<file path="config.mk">
export PLATFORM = sky130hd
export DESIGN_NAME = mc_main_control_flat
export DESIGN_NICKNAME = d
export VERILOG_FILES = /design/src/rtl/mc_main_control_if.sv /design/src/rtl/mc_main_control.sv /design/src/flat_wrapper.sv
export SDC_FILE = /design/constraint.sdc
export NUM_CORES = 1
export LEC_CHECK = 0
export ABC_CLOCK_PERIOD_IN_PS = 1900
export CAP_MARGIN = 20
export CORE_AREA = 2 2 43 45
export CTS_BUF_LIST = sky130_fd_sc_hd__clkbuf_8
export CTS_CLUSTER_DIAMETER = 200
export DETAILED_ROUTE_END_ITERATION = 10
export DIE_AREA = 0 0 45 47
export PLACE_DENSITY = 0.77
export SYNTH_ARGS = -nofsm -noshare
export SYNTH_HDL_FRONTEND = slang
export SYNTH_SLANG_ARGS = --single-unit
</file>
<file path="constraint.sdc">
create_clock -name clk -period 1.9 [get_ports clk]
set_clock_uncertainty 0.05 [all_clocks]
set_input_delay 0.19 -clock clk [delete_from_list [all_inputs] [get_ports clk]]
set_output_delay 0.19 -clock clk [all_outputs]
set_load 0.02 [all_outputs]
</file>
<file path="src/rtl/mc_main_control_if.sv">
// mc_if: controller-to-datapath bundle for the multicycle MIPS main control FSM
interface mc_if #(
    parameter int OPW = 6,
    parameter int SW  = 4
);
    logic [OPW-1:0] op;
    logic           zero;
    logic           mem_ready;
    logic           pcen;
    logic           iord;
    logic           memread;
    logic           memwrite;
    logic           irwrite;
    logic           memtoreg;
    logic           regdst;
    logic           regwrite;
    logic           alusrca;
    logic [1:0]     alusrcb;
    logic [1:0]     pcsource;
    logic           aluop2;
    logic           aluop1;
    logic           aluop0;
    logic           illegal_op;
    logic [SW-1:0]  state;

    modport master (
        input  op, zero, mem_ready,
        output pcen, iord, memread, memwrite, irwrite, memtoreg, regdst, regwrite,
               alusrca, alusrcb, pcsource, aluop2, aluop1, aluop0, illegal_op, state
    );

    modport slave (
        output op, zero, mem_ready,
        input  pcen, iord, memread, memwrite, irwrite, memtoreg, regdst, regwrite,
               alusrca, alusrcb, pcsource, aluop2, aluop1, aluop0, illegal_op, state
    );
endinterface

</file>
<file path="src/rtl/mc_main_control.sv">
// mc_main_control: multicycle MIPS main controller FSM driving datapath muxes, enables and ALUOp
module mc_main_control #(
    parameter int OPW = 6,
    parameter int SW  = 4
) (
    input logic clk,
    input logic rst_n,
    mc_if.master bus
);
    localparam logic [OPW-1:0] OP_R    = OPW'(6'b000000);
    localparam logic [OPW-1:0] OP_LW   = OPW'(6'b100011);
    localparam logic [OPW-1:0] OP_SW   = OPW'(6'b101011);
    localparam logic [OPW-1:0] OP_BEQ  = OPW'(6'b000100);
    localparam logic [OPW-1:0] OP_BNE  = OPW'(6'b000101);
    localparam logic [OPW-1:0] OP_ADDI = OPW'(6'b001000);
    localparam logic [OPW-1:0] OP_ANDI = OPW'(6'b001100);
    localparam logic [OPW-1:0] OP_ORI  = OPW'(6'b001101);
    localparam logic [OPW-1:0] OP_J    = OPW'(6'b000010);

    typedef enum logic [SW-1:0] {
        FETCH  = SW'(0),
        DECODE = SW'(1),
        MEMADR = SW'(2),
        MEMRD  = SW'(3),
        MEMWB  = SW'(4),
        MEMWR  = SW'(5),
        REXEC  = SW'(6),
        RWB    = SW'(7),
        BRANCH = SW'(8),
        IEXEC  = SW'(9),
        IWB    = SW'(10),
        JUMP   = SW'(11)
    } state_t;

    state_t     st;
    logic       illegal;
    logic [2:0] aluop;
    logic       is_r, is_mem, is_sw, is_beq, is_bne, is_imm, is_andi, is_ori, is_j;

    assign is_r    = bus.op == OP_R;
    assign is_sw   = bus.op == OP_SW;
    assign is_mem  = bus.op == OP_LW || is_sw;
    assign is_beq  = bus.op == OP_BEQ;
    assign is_bne  = bus.op == OP_BNE;
    assign is_andi = bus.op == OP_ANDI;
    assign is_ori  = bus.op == OP_ORI;
    assign is_imm  = bus.op == OP_ADDI || is_andi || is_ori;
    assign is_j    = bus.op == OP_J;

    always_ff @(posedge clk or negedge rst_n)
        if (!rst_n) begin
            st      <= FETCH;
            illegal <= 1'b0;
        end else begin
            case (st)
                FETCH:  st <= bus.mem_ready ? DECODE : FETCH;
                DECODE: begin
                    st <= is_mem ? MEMADR : is_r ? REXEC : (is_beq || is_bne) ? BRANCH :
                          is_imm ? IEXEC : is_j ? JUMP : FETCH;
                    if (!(is_mem || is_r || is_beq || is_bne || is_imm || is_j)) illegal <= 1'b1;
                end
                MEMADR: st <= is_sw ? MEMWR : MEMRD;
                MEMRD:  st <= bus.mem_ready ? MEMWB : MEMRD;
                MEMWR:  st <= bus.mem_ready ? FETCH : MEMWR;
                REXEC:  st <= RWB;
                IEXEC:  st <= IWB;
                default: st <= FETCH;
            endcase
        end

    // Moore decode of the state register; only pcen/irwrite look at mem_ready or zero
    always_comb begin
        bus.pcen     = 1'b0;
        bus.iord     = 1'b0;
        bus.memread  = 1'b0;
        bus.memwrite = 1'b0;
        bus.irwrite  = 1'b0;
        bus.memtoreg = 1'b0;
        bus.regdst   = 1'b0;
        bus.regwrite = 1'b0;
        bus.alusrca  = 1'b0;
        bus.alusrcb  = 2'b00;
        bus.pcsource = 2'b00;
        aluop        = 3'b000;
        case (st)
            FETCH: begin
                bus.memread = 1'b1;
                bus.alusrcb = 2'b01;
                bus.irwrite = bus.mem_ready;
                bus.pcen    = bus.mem_ready;
            end
            DECODE: bus.alusrcb = 2'b11;
            MEMADR: begin
                bus.alusrca = 1'b1;
                bus.alusrcb = 2'b10;
            end
            MEMRD: begin
                bus.memread = 1'b1;
                bus.iord    = 1'b1;
            end
            MEMWB: begin
                bus.regwrite = 1'b1;
                bus.memtoreg = 1'b1;
            end
            MEMWR: begin
                bus.memwrite = 1'b1;
                bus.iord     = 1'b1;
            end
            REXEC: begin
                bus.alusrca = 1'b1;
                aluop       = 3'b010;
            end
            RWB: begin
                bus.regwrite = 1'b1;
                bus.regdst   = 1'b1;
            end
            BRANCH: begin
                bus.alusrca  = 1'b1;
                bus.pcsource = 2'b01;
                aluop        = 3'b001;
                bus.pcen     = is_beq ? bus.zero : is_bne & ~bus.zero;
            end
            IEXEC: begin
                bus.alusrca = 1'b1;
                bus.alusrcb = 2'b10;
                aluop       = is_andi ? 3'b101 : is_ori ? 3'b100 : 3'b000;
            end
            IWB: bus.regwrite = 1'b1;
            JUMP: begin
                bus.pcsource = 2'b10;
                bus.pcen     = 1'b1;
            end
            default: ;
        endcase
    end

    assign {bus.aluop2, bus.aluop1, bus.aluop0} = aluop;
    assign bus.illegal_op = illegal;
    assign bus.state      = st;
endmodule

</file>
<file path="src/flat_wrapper.sv">
// flat-port wrapper written by rule: the top's interface ports become plain ports
module mc_main_control_flat 
#(
    parameter int OPW = 6,
    parameter int SW  = 4
)
  (clk, rst_n, bus_op, bus_zero, bus_mem_ready, bus_pcen, bus_iord, bus_memread, bus_memwrite, bus_irwrite, bus_memtoreg, bus_regdst, bus_regwrite, bus_alusrca, bus_alusrcb, bus_pcsource, bus_aluop2, bus_aluop1, bus_aluop0, bus_illegal_op, bus_state);
  mc_if #(.OPW(OPW), .SW(SW)) bus_i ();
  input logic clk;
  input logic rst_n;
  input wire logic [$bits(bus_i.op)-1:0] bus_op;
  input wire logic [$bits(bus_i.zero)-1:0] bus_zero;
  input wire logic [$bits(bus_i.mem_ready)-1:0] bus_mem_ready;
  output wire logic [$bits(bus_i.pcen)-1:0] bus_pcen;
  output wire logic [$bits(bus_i.iord)-1:0] bus_iord;
  output wire logic [$bits(bus_i.memread)-1:0] bus_memread;
  output wire logic [$bits(bus_i.memwrite)-1:0] bus_memwrite;
  output wire logic [$bits(bus_i.irwrite)-1:0] bus_irwrite;
  output wire logic [$bits(bus_i.memtoreg)-1:0] bus_memtoreg;
  output wire logic [$bits(bus_i.regdst)-1:0] bus_regdst;
  output wire logic [$bits(bus_i.regwrite)-1:0] bus_regwrite;
  output wire logic [$bits(bus_i.alusrca)-1:0] bus_alusrca;
  output wire logic [$bits(bus_i.alusrcb)-1:0] bus_alusrcb;
  output wire logic [$bits(bus_i.pcsource)-1:0] bus_pcsource;
  output wire logic [$bits(bus_i.aluop2)-1:0] bus_aluop2;
  output wire logic [$bits(bus_i.aluop1)-1:0] bus_aluop1;
  output wire logic [$bits(bus_i.aluop0)-1:0] bus_aluop0;
  output wire logic [$bits(bus_i.illegal_op)-1:0] bus_illegal_op;
  output wire logic [$bits(bus_i.state)-1:0] bus_state;
  assign bus_i.op = bus_op;
  assign bus_i.zero = bus_zero;
  assign bus_i.mem_ready = bus_mem_ready;
  assign bus_pcen = bus_i.pcen;
  assign bus_iord = bus_i.iord;
  assign bus_memread = bus_i.memread;
  assign bus_memwrite = bus_i.memwrite;
  assign bus_irwrite = bus_i.irwrite;
  assign bus_memtoreg = bus_i.memtoreg;
  assign bus_regdst = bus_i.regdst;
  assign bus_regwrite = bus_i.regwrite;
  assign bus_alusrca = bus_i.alusrca;
  assign bus_alusrcb = bus_i.alusrcb;
  assign bus_pcsource = bus_i.pcsource;
  assign bus_aluop2 = bus_i.aluop2;
  assign bus_aluop1 = bus_i.aluop1;
  assign bus_aluop0 = bus_i.aluop0;
  assign bus_illegal_op = bus_i.illegal_op;
  assign bus_state = bus_i.state;
  mc_main_control #(.OPW(OPW), .SW(SW)) u_core (.clk(clk), .rst_n(rst_n), .bus(bus_i));
endmodule
</file>
Yosys cells after proc, flatten, opt, wreduce, memory -nomap -nowiden
Cells that the tools add are included.
- bits in registers: 5
- input bits: 10
- output and inout port bits: 21
- equality and inequality tests: 19
- mux-type cells: 25
- bitwise logic cells: 3
- reduce and logical (&&, ||, !) cells: 17
- operator list (kind ; number):
    4-bit one-hot mux with 7 select lines ; 1
    4-bit two-way mux ; 5
    6-bit by 4-bit equality test with 1-bit output, second input constant ; 3
    4-bit by 3-bit equality test with 1-bit output, second input constant ; 4
    4-bit equality test, second input constant ; 4
    3-bit two-way mux ; 5
    6-bit by 3-bit equality test with 1-bit output, second input constant ; 2
    6-bit equality test, second input constant ; 2
    1-bit two-way mux ; 10
    1-bit logical OR ; 9
    3-bit one-hot mux with 3 select lines ; 1
    4-bit by 2-bit equality test with 1-bit output, second input constant ; 2
    6-bit by 2-bit equality test with 1-bit output, second input constant ; 1
    6-bit zero test ; 1
    2-bit one-hot mux with 3 select lines ; 1
    2-bit OR reduction ; 3
    4-bit by 1-bit equality test with 1-bit output, second input constant ; 1
    4-bit zero test ; 1
    2-bit one-hot mux with 2 select lines ; 1
    4-bit OR reduction ; 1
    1-bit one-hot mux with 3 select lines ; 1
    3-bit OR reduction ; 1
    1-bit inverter ; 2
    2-bit AND reduction ; 1
    1-bit AND ; 1

Depth between registers and ports, before layout
Gate-level depths: netlist of the first run.
- depth after elaboration: 9
- depth in mapped cells: 6

Least setup slack after synthesis of the first run
OpenSTA, ideal clock, no wires.
- path kind: reg2out
- start point: register u_core.st[2], in the netlist u_core.bus.state[2]
- end point: output port bus_pcen
- data arrival time: 1.957 ns
- data required time: 1.660 ns
- slack: -0.297 ns
- cell stages (with the launch flop): 6
- buffers on the path: 1
- cell sequence: dfrtp_1 buf_2 nand2b_1 nor3_1 nand4_1 o22ai_1
- word-level cells in the longest chain between the ends: 2
- elaborated cells between the ends (all ways): 4
- classes of those cells: eq/ne (2); mux (1); reduce/logical (1)
- RTL lines (item ; line ; source):
    start, declared ; mc_main_control.sv:35 ; state_t st;
    start signal, assigned ; mc_main_control.sv:56 ; FETCH: st <= bus.mem_ready ? DECODE : FETCH;
    start signal, assigned ; mc_main_control.sv:58 ; st <= is_mem ? MEMADR : is_r ? REXEC : (is_beq || is_bne) ? BRANCH :
    start signal, assigned ; mc_main_control.sv:62 ; MEMADR: st <= is_sw ? MEMWR : MEMRD;
    4-bit equality test or 4-bit zero test (tied branches) ; mc_main_control.sv:85 ; case (st)
    1-bit one-hot mux with 3 select lines (*) ; mc_main_control.sv:85 ;
    end, declared ; flat_wrapper.sv:14 ; output wire logic [$bits(bus_i.pcen)-1:0] bus_pcen;
Every way passes the cells marked *; elsewhere a longest branch is shown, timed or not.

Final worst setup path of the first run
- start point: register u_core.st[2], in the netlist u_core.bus.state[2]
- end point: output port bus_regwrite
- word-level cells in the longest chain between the ends: 3
- elaborated cells between the ends (all ways): 5
- classes of those cells: eq/ne (3); mux (1); reduce/logical (1)
- RTL lines (item ; line ; source):
    4-bit by 3-bit equality test with 1-bit output or 4-bit equality test (tied branches) ; mc_main_control.sv:85 ;
    3-bit OR reduction (no line) (*) ; - ;
    1-bit two-way mux (*) ; mc_main_control.sv:85 ;
    end, declared ; flat_wrapper.sv:21 ; output wire logic [$bits(bus_i.regwrite)-1:0] bus_regwrite;
Marked as above.

==> results.py, run 1 <==
metrics = {
    "synthesis": {
        "synth_cells": 84,
        "post-synth-top-area-fraction_pct": 20.4,
        "ys_seq_elements": 5,
        "synth_warnings": 0,
        "seq_area_frac_synth_pct": 20.4,
        "yosys-top-cells-count": "nor2_1 (8), nor3_1 (7), nand2_1 (6)",
        "yosysUniqueCellTypes": 36,
        "synthesis.nets": 94,
        "synth_top_cell_by_area": "dfrtp_1",
        "synth_edf_count": 0,
        "synth_top_cells_by_area": "dfrtp_1 (20%), nor3_1 (5.7%), nand2b_1 (5.1%), nor2_1 (4.9%), and3_1 (4.1%)",
        "ys_async_sr_fraction_pct": 100,
        "yosysMostFrequentCell": "nor2_1",
        "syn_avg_cell_area_um2": 7.28,
        "synth_ff_type": "dfrtp_1",
        "syn_area_um2": 612,
    },
    "sta": {
        "max_clock_freq_ghz": 0.554,
        "rsz0062_at_grt": "false",
        "drv_slew": 0,
        "worstMarginPinSlew_ns": 0.324,
        "hold_viol_final": 0,
        "period_share_pct": 95.0,
        "max_slew_margin_pct": 78.2,
        "setup_viol": 0,
        "finalSetupTns_ns": 0,
        "min_period_ns": 1.80,
    },
    "cells_and_area": {
        "finalNonFillerCells": 152,
        "final_cell_area_um2": 1130,
        "diodes": 0,
        "syn_to_final_growth_pct": 84.0,
        "final_layout_size_suffix_gt1_share_pct": 29.6,
        "final_nets": 146,
        "fin_util_pct": 68.2,
        "num-fill-cells": 144,
    },
    "worst_setup_path": {
        "crit_path_end_kind": "output pin",
        "slowest_delay_ns": 0.37,
        "criticalPathCategory": "flop to output pin",
        "crit_path_max_fanout": 3,
        "start_kind": "flop",
        "crit_arrival_ns": 1.56,
        "crit_path_top_delay_cell": "dfrtp_1",
        "worst_ep_required_time_ns": 1.66,
        "crit_chain": "nand2b_1 -> mux2_2 -> o22ai_1 -> dlygate4sd2_1",
    },
    "detailed_routing": {
        "wl_um": 2230,
        "route.detailed.drc": 0,
        "dr.pass1.iters": 5,
        "drtIter0Drc": 21,
        "route.antenna.remaining_nets": 0,
        "wl_per_cell_um": 14.6,
        "vias": 870,
        "via_per_inst": 5.72,
    },
    "clock_network": {
        "cts_setup_buffers": 0,
        "cts.path.max_buffers": 2,
        "ctsResizeCount": 19,
        "clock-sinks": 5,
        "cts_hold_buffers": 0,
        "path_clk_slew_ns": 0.04,
        "htree_levels": 1,
        "root_buffer": "clkbuf_8",
        "cts_tree": "done",
        "insertion_delay_ns": 0.22,
        "cts-buffers-inserted": 3,
    },
    "run": {
        "drv_cap": 0,
    },
    "floorplanning": {
        "die_w_um": 45,
        "io_pins": 31,
        "core.rowCount": 15,
        "die_y_um": 47,
        "coreArea_um2": 1650,
        "start_util_pct": 37.0,
        "dieArea_um2": 2120,
    },
    "placed_design": {
        "io_buffer_count": 30,
        "globalplace.congestion": 0.827,
        "placed_cell_area_um2": 1090,
        "dp_hpwl_um": 1690,
        "dp.cells": 148,
    },
    "power": {
        "leakagePower_nw": 0.541,
        "peakVddDrop_v": 0.000467,
        "powerDensity_nw_per_um2": 978,
    },
    "hold_path": {
        "hp-class": "input port to asynchronous set/reset pin",
    },
    "grt": {
        "antenna_found_initial": 0,
        "grt_pass1_wl_um": 3640,
        "grt_max_degree": 13,
        "grt_remaining_overflow": 0,
        "grtUsageTotal_pct": 23.5,
        "grt_pass1_vias": 841,
    },
    "outcome": {
        "status": "finished clean",
    },
}
## path summary, 6_finish.rpt
kind / start / to / slack (ns) / depth (start not counted)
setup / recovery: u_core.bus.state[2] / bus_regwrite / 0.1 / 4
hold / removal: rst_n / u_core.bus.state[3] / 0.15 / 1
setup reg to reg: u_core.bus.state[1] / u_core.bus.state[1] / 0.17 / 5
hold reg to reg: u_core.bus.illegal_op / u_core.bus.illegal_op / 0.42 / 1
max in group asynchronous: rst_n / u_core.bus.state[0] / 1.43 / 1
min in group clk: u_core.bus.illegal_op / u_core.bus.illegal_op / 0.42 / 1
## cell type report
| class | count | area (µm²) | share of cell area [%] |
|---|---|---|---|
| Multi-Input combinational cell | 70 | 467 | 41.4 |
| Timing Repair Buffer | 53 | 454 | 40.3 |
| Sequential cell | 5 | 128 | 11.3 |
| Clock buffer | 3 | 41.3 | 3.67 |
| Tap cell | 17 | 21.3 | 1.89 |
| Inverter | 3 | 11.3 | 1.00 |
| Clock inverter | 1 | 3.75 | 0.333 |
## cell families (layout without fill, tap and decap cells)
| family | Yosys count | in the layout | share of synthesized area [%] |
|---|---|---|---|
| flops | 5 | 5 | 20.4 |
| mux | 2 | 2 | 3.48 |
| simple gates | 47 | 47 | 46.8 |
| buf+inv | 9 | 60 | 6.75 |
| compound gates | 19 | 19 | 19.6 |
| xor+xnor | 2 | 2 | 2.86 |
## routing by layer
| metal | track usage, % | wire (µm) |
|---|---|---|
| met3 | 5.00 | 139 |
| met5 | 0 | 0 |
| met2 | 46.3 | 1270 |
| met1 | 23.5 | 790 |
| met4 | 10.6 | 29 |
## sequential cells by signal (all words and copies together) (netlist names)
name / flops
u_core.bus.state: 4
u_core.bus.illegal_op: 1
## worst max-delay path, delay by kind of cell, from the launching register on
kind,cells,cell delay (ns)
AO/OA/AOI/OAI,1,0.12
multiplexers,1,0.30
AND/OR/NAND/NOR,1,0.21
flip-flops,1,0.37
buffers and inverters,1,0.35
## cell usage in the layout, fill, tap and decap left out, types with 4 or more instances in the layout
master | synthesis | layout
dlygate4sd2_1 | 0 | 11
nand2b_1 | 5 | 5
nor2_1 | 8 | 8
buf_4 | 1 | 23
and3_1 | 4 | 4
nand2_1 | 6 | 6
clkdlybuf4s50_1 | 0 | 14
nor3_1 | 7 | 5
## report_power, final
group	total [mW]	switching [mW]	internal, mW
clock network	0.189	0.0511	0.138
logic	0.733	0.396	0.337
registers	0.179	0.0474	0.132
total	1.10	0.494	0.607
## stage by stage
| step | power (mW) | hold slack, ns | worst slack, ns |
|---|---|---|---|
| global placement | 0.929 | 0.365 | -0.297 |
| global route | 1.18 | 0.172 | 0.0165 |
| floorplan | 0.569 | -0.156 | 0.0186 |
| CTS | 1.10 | 0.148 | 0.00360 |
| finish | 1.10 | 0.151 | 0.0953 |
| detailed placement | 0.948 | 0.376 | -0.330 |
(Power assumes the default switching activity.)
==> inputs of run 2 (changes only) <==
Settings changed: CAP_MARGIN 20 to default.
==> results of run 2 <==
No change in the layout: final DEF, timing and power equal those of run 1.
==> inputs of run 3 (changes only) <==
Settings changed: ABC_CLOCK_PERIOD_IN_PS 1900 to 1600, CORE_AREA 2 2 43 45 to 2 2 44 46, DIE_AREA 0 0 45 47 to 0 0 46 48, PLACE_DENSITY 0.77 to 0.76.
Clock period 1.9 ns to 1.6 ns, I/O delays scaled along.
==> run 3 against run 2 <==
Net effect:
- count of clock-buffer cells in the layout stayed put
- sequential share of layout area is 1.8 points lower
- setup slack worse by 0.24 ns
- the flow now finishes with violations (negative setup slack)
- total power is 50% higher
- sequential power is 24% higher
- combinational power is 64% higher
- via count is 19% higher
- first-iteration DRC count is 48% higher
==> results.py, run 3 (synthesized netlist as in run 1, its figures left out) <==
metrics = {
    "outcome": {
        "status": "finished with violations",
        "failed_checks": "negative setup slack",
    },
    "sta": {
        "fin_ws_ns": -0.142,
        "period_share_pct": 109,
        "drv_slew": 0,
        "max_clock_freq_ghz": 0.574,
        "rsz0062_at_grt": "true",
        "finalSetupTns_ns": -0.172,
        "min_period_ns": 1.74,
        "max_slew_margin_pct": 78.2,
        "setup_viol": 2,
        "worstMarginPinSlew_ns": 0.325,
        "hold_viol_final": 0,
    },
    "cells_and_area": {
        "ff_latch_area_um2": 130,
        "final_cell_mix": "buf_4 (34), buf_6 (13), buf_2 (9)",
        "final_layout_size_suffix_gt1_share_pct": 57.8,
        "num-fill-cells": 101,
        "multiInputGateArea_um2": 561,
        "fin_util_pct": 80.9,
        "largest_register_ffs": 4,
        "finalNonFillerCells": 171,
        "final_nets": 165,
        "diodes": 0,
        "mostFrequentLayoutCell": "buf_4",
        "syn_to_final_growth_pct": 123,
    },
    "worst_setup_path": {
        "reg2regPathDepth": 5,
        "worst_ep_required_time_ns": 1.39,
        "crit_family": "simple AND/OR/NAND/NOR gates",
        "crit_arrival_ns": 1.53,
        "crit_path_max_fanout": 4,
        "timing.critical_path.buf_inv": 1,
        "rr_startpoint": "u_core.bus.state[0]",
        "crit_path_end_kind": "output pin",
        "rrSetupSlack_ns": -0.03,
        "start_kind": "flop",
        "crit_chain": "nand2b_4 -> nor3_4 -> nand4_1 -> o22ai_4 -> buf_6",
        "reg2reg_to": "u_core.bus.state[1]",
        "crit_path_top_delay_cell": "dfrtp_2",
        "criticalPathCategory": "flop to output pin",
        "slowest_delay_ns": 0.42,
    },
    "placed_design": {
        "dp.cells": 158,
        "io_buffer_count": 30,
        "dp_hpwl_um": 1740,
        "globalplace.congestion": 0.882,
    },
    "detailed_routing": {
        "drtIter0Drc": 31,
        "route.antenna.remaining_nets": 0,
        "wl_um": 2880,
        "wl_per_cell_um": 16.8,
        "vias": 1031,
        "dr.pass1.iters": 4,
        "route.detailed.drc": 0,
        "via_per_inst": 6.03,
    },
    "floorplanning": {
        "die_y_um": 48,
        "start_util_pct": 36.2,
        "coreArea_um2": 1690,
        "io_pins": 31,
        "die_w_um": 46,
        "core.rowCount": 15,
        "dieArea_um2": 2210,
    },
    "clock_network": {
        "cts_tree": "done",
        "cts-buffers-inserted": 3,
        "insertion_delay_ns": 0.22,
        "path_clk_slew_ns": 0.04,
        "clock-sinks": 5,
        "cts.path.max_buffers": 2,
        "root_buffer": "clkbuf_8",
        "htree_levels": 1,
    },
    "run": {
        "drv_cap": 0,
    },
    "grt": {
        "grt_pass1_wl_um": 4240,
        "grtUsageTotal_pct": 26.5,
        "antenna_found_initial": 0,
        "grt_pass1_vias": 929,
        "grt_max_degree": 9,
        "grt_remaining_overflow": 0,
    },
    "hold_path": {
        "hp-class": "input port to asynchronous set/reset pin",
    },
    "power": {
        "peakVddDrop_v": 0.000579,
        "leakagePower_nw": 0.635,
        "power.total_mw": 1.65,
        "powerDensity_nw_per_um2": 1210,
    },
}
==> run 3: cell count changes in the layout (fill, tap and decap cells not counted), sizes merged <==
cell	change
dlygate4sd2	-4
clkdlybuf4s50	-8
dlymetal6s2s	-1
buf	+32
==> run 3: timing repair <==
item                       in CTS  in global routing
hold buffers                    0                  0
gates resized for setup        90                 17
pin swaps                       8                  6
hold endpoints to repair        0                  0
setup endpoints to repair      19                 13
setup buffers                   8                  1
==> run 3: through the flow <==
stage / setup WS [ns] / hold slack [ns] / area (µm²)
finish: -0.142 / 0.110 / 1370
floorplan: -0.0540 / -0.186 / 676
CTS: -0.0965 / 0.109 / 1340
detailed placement: -0.532 / 0.346 / 1200
global placement: -0.536 / 0.335 / 1200
global route: -0.144 / 0.133 / 1370
==> run 3: worst max-delay path by stage <==
| stage | startpoint | depth (start not counted) | slack (ns) | endpoint |
|---|---|---|---|---|
| final | u_core.bus.state[2] | 5 | -0.14 | bus_pcen |
| after global routing | u_core.bus.state[2] | 5 | -0.14 | bus_pcen |
| after CTS | u_core.bus.state[1] | 5 | -0.1 | bus_pcen |
| after detailed placement | bus_op[5] | 6 | -0.53 | bus_aluop0 |
| after global placement | bus_op[5] | 6 | -0.54 | bus_aluop0 |
| after floorplan | u_core.bus.state[2] | 5 | -0.05 | bus_pcen |
==> run 3: power breakdown <==
part | internal, mW | switching (mW) | total, mW
sequential | 0.158 | 0.0639 | 0.222
combinational | 0.593 | 0.608 | 1.20
clock | 0.165 | 0.0659 | 0.231
total | 0.916 | 0.737 | 1.65
==> run 3: area by class of cell <==
class | count | area share, %
inverter | 3 | 1.01
tap | 17 | 1.56
clock inverter | 1 | 0.275
sequential | 5 | 9.52
clock buffer | 3 | 3.02
multi-input combinational | 70 | 41.0
timing repair buffer | 72 | 43.6
==> run 3: per-layer routing <==
| layer | track usage [%] | part of all wire, % |
|---|---|---|
| met4 | 10.3 | 6.1 |
| met2 | 47.5 | 52 |
| met1 | 31.3 | 33 |
| met3 | 4.53 | 9.3 |
| met5 | 0 | 0 |
==> run 3: worst register-to-register path: cells and delay by family, from the launching register on <==
kind	cells	cell delay, ns
AND/OR/NAND/NOR	4	0.81
flip-flops	1	0.48
buffers and inverters	1	0.17
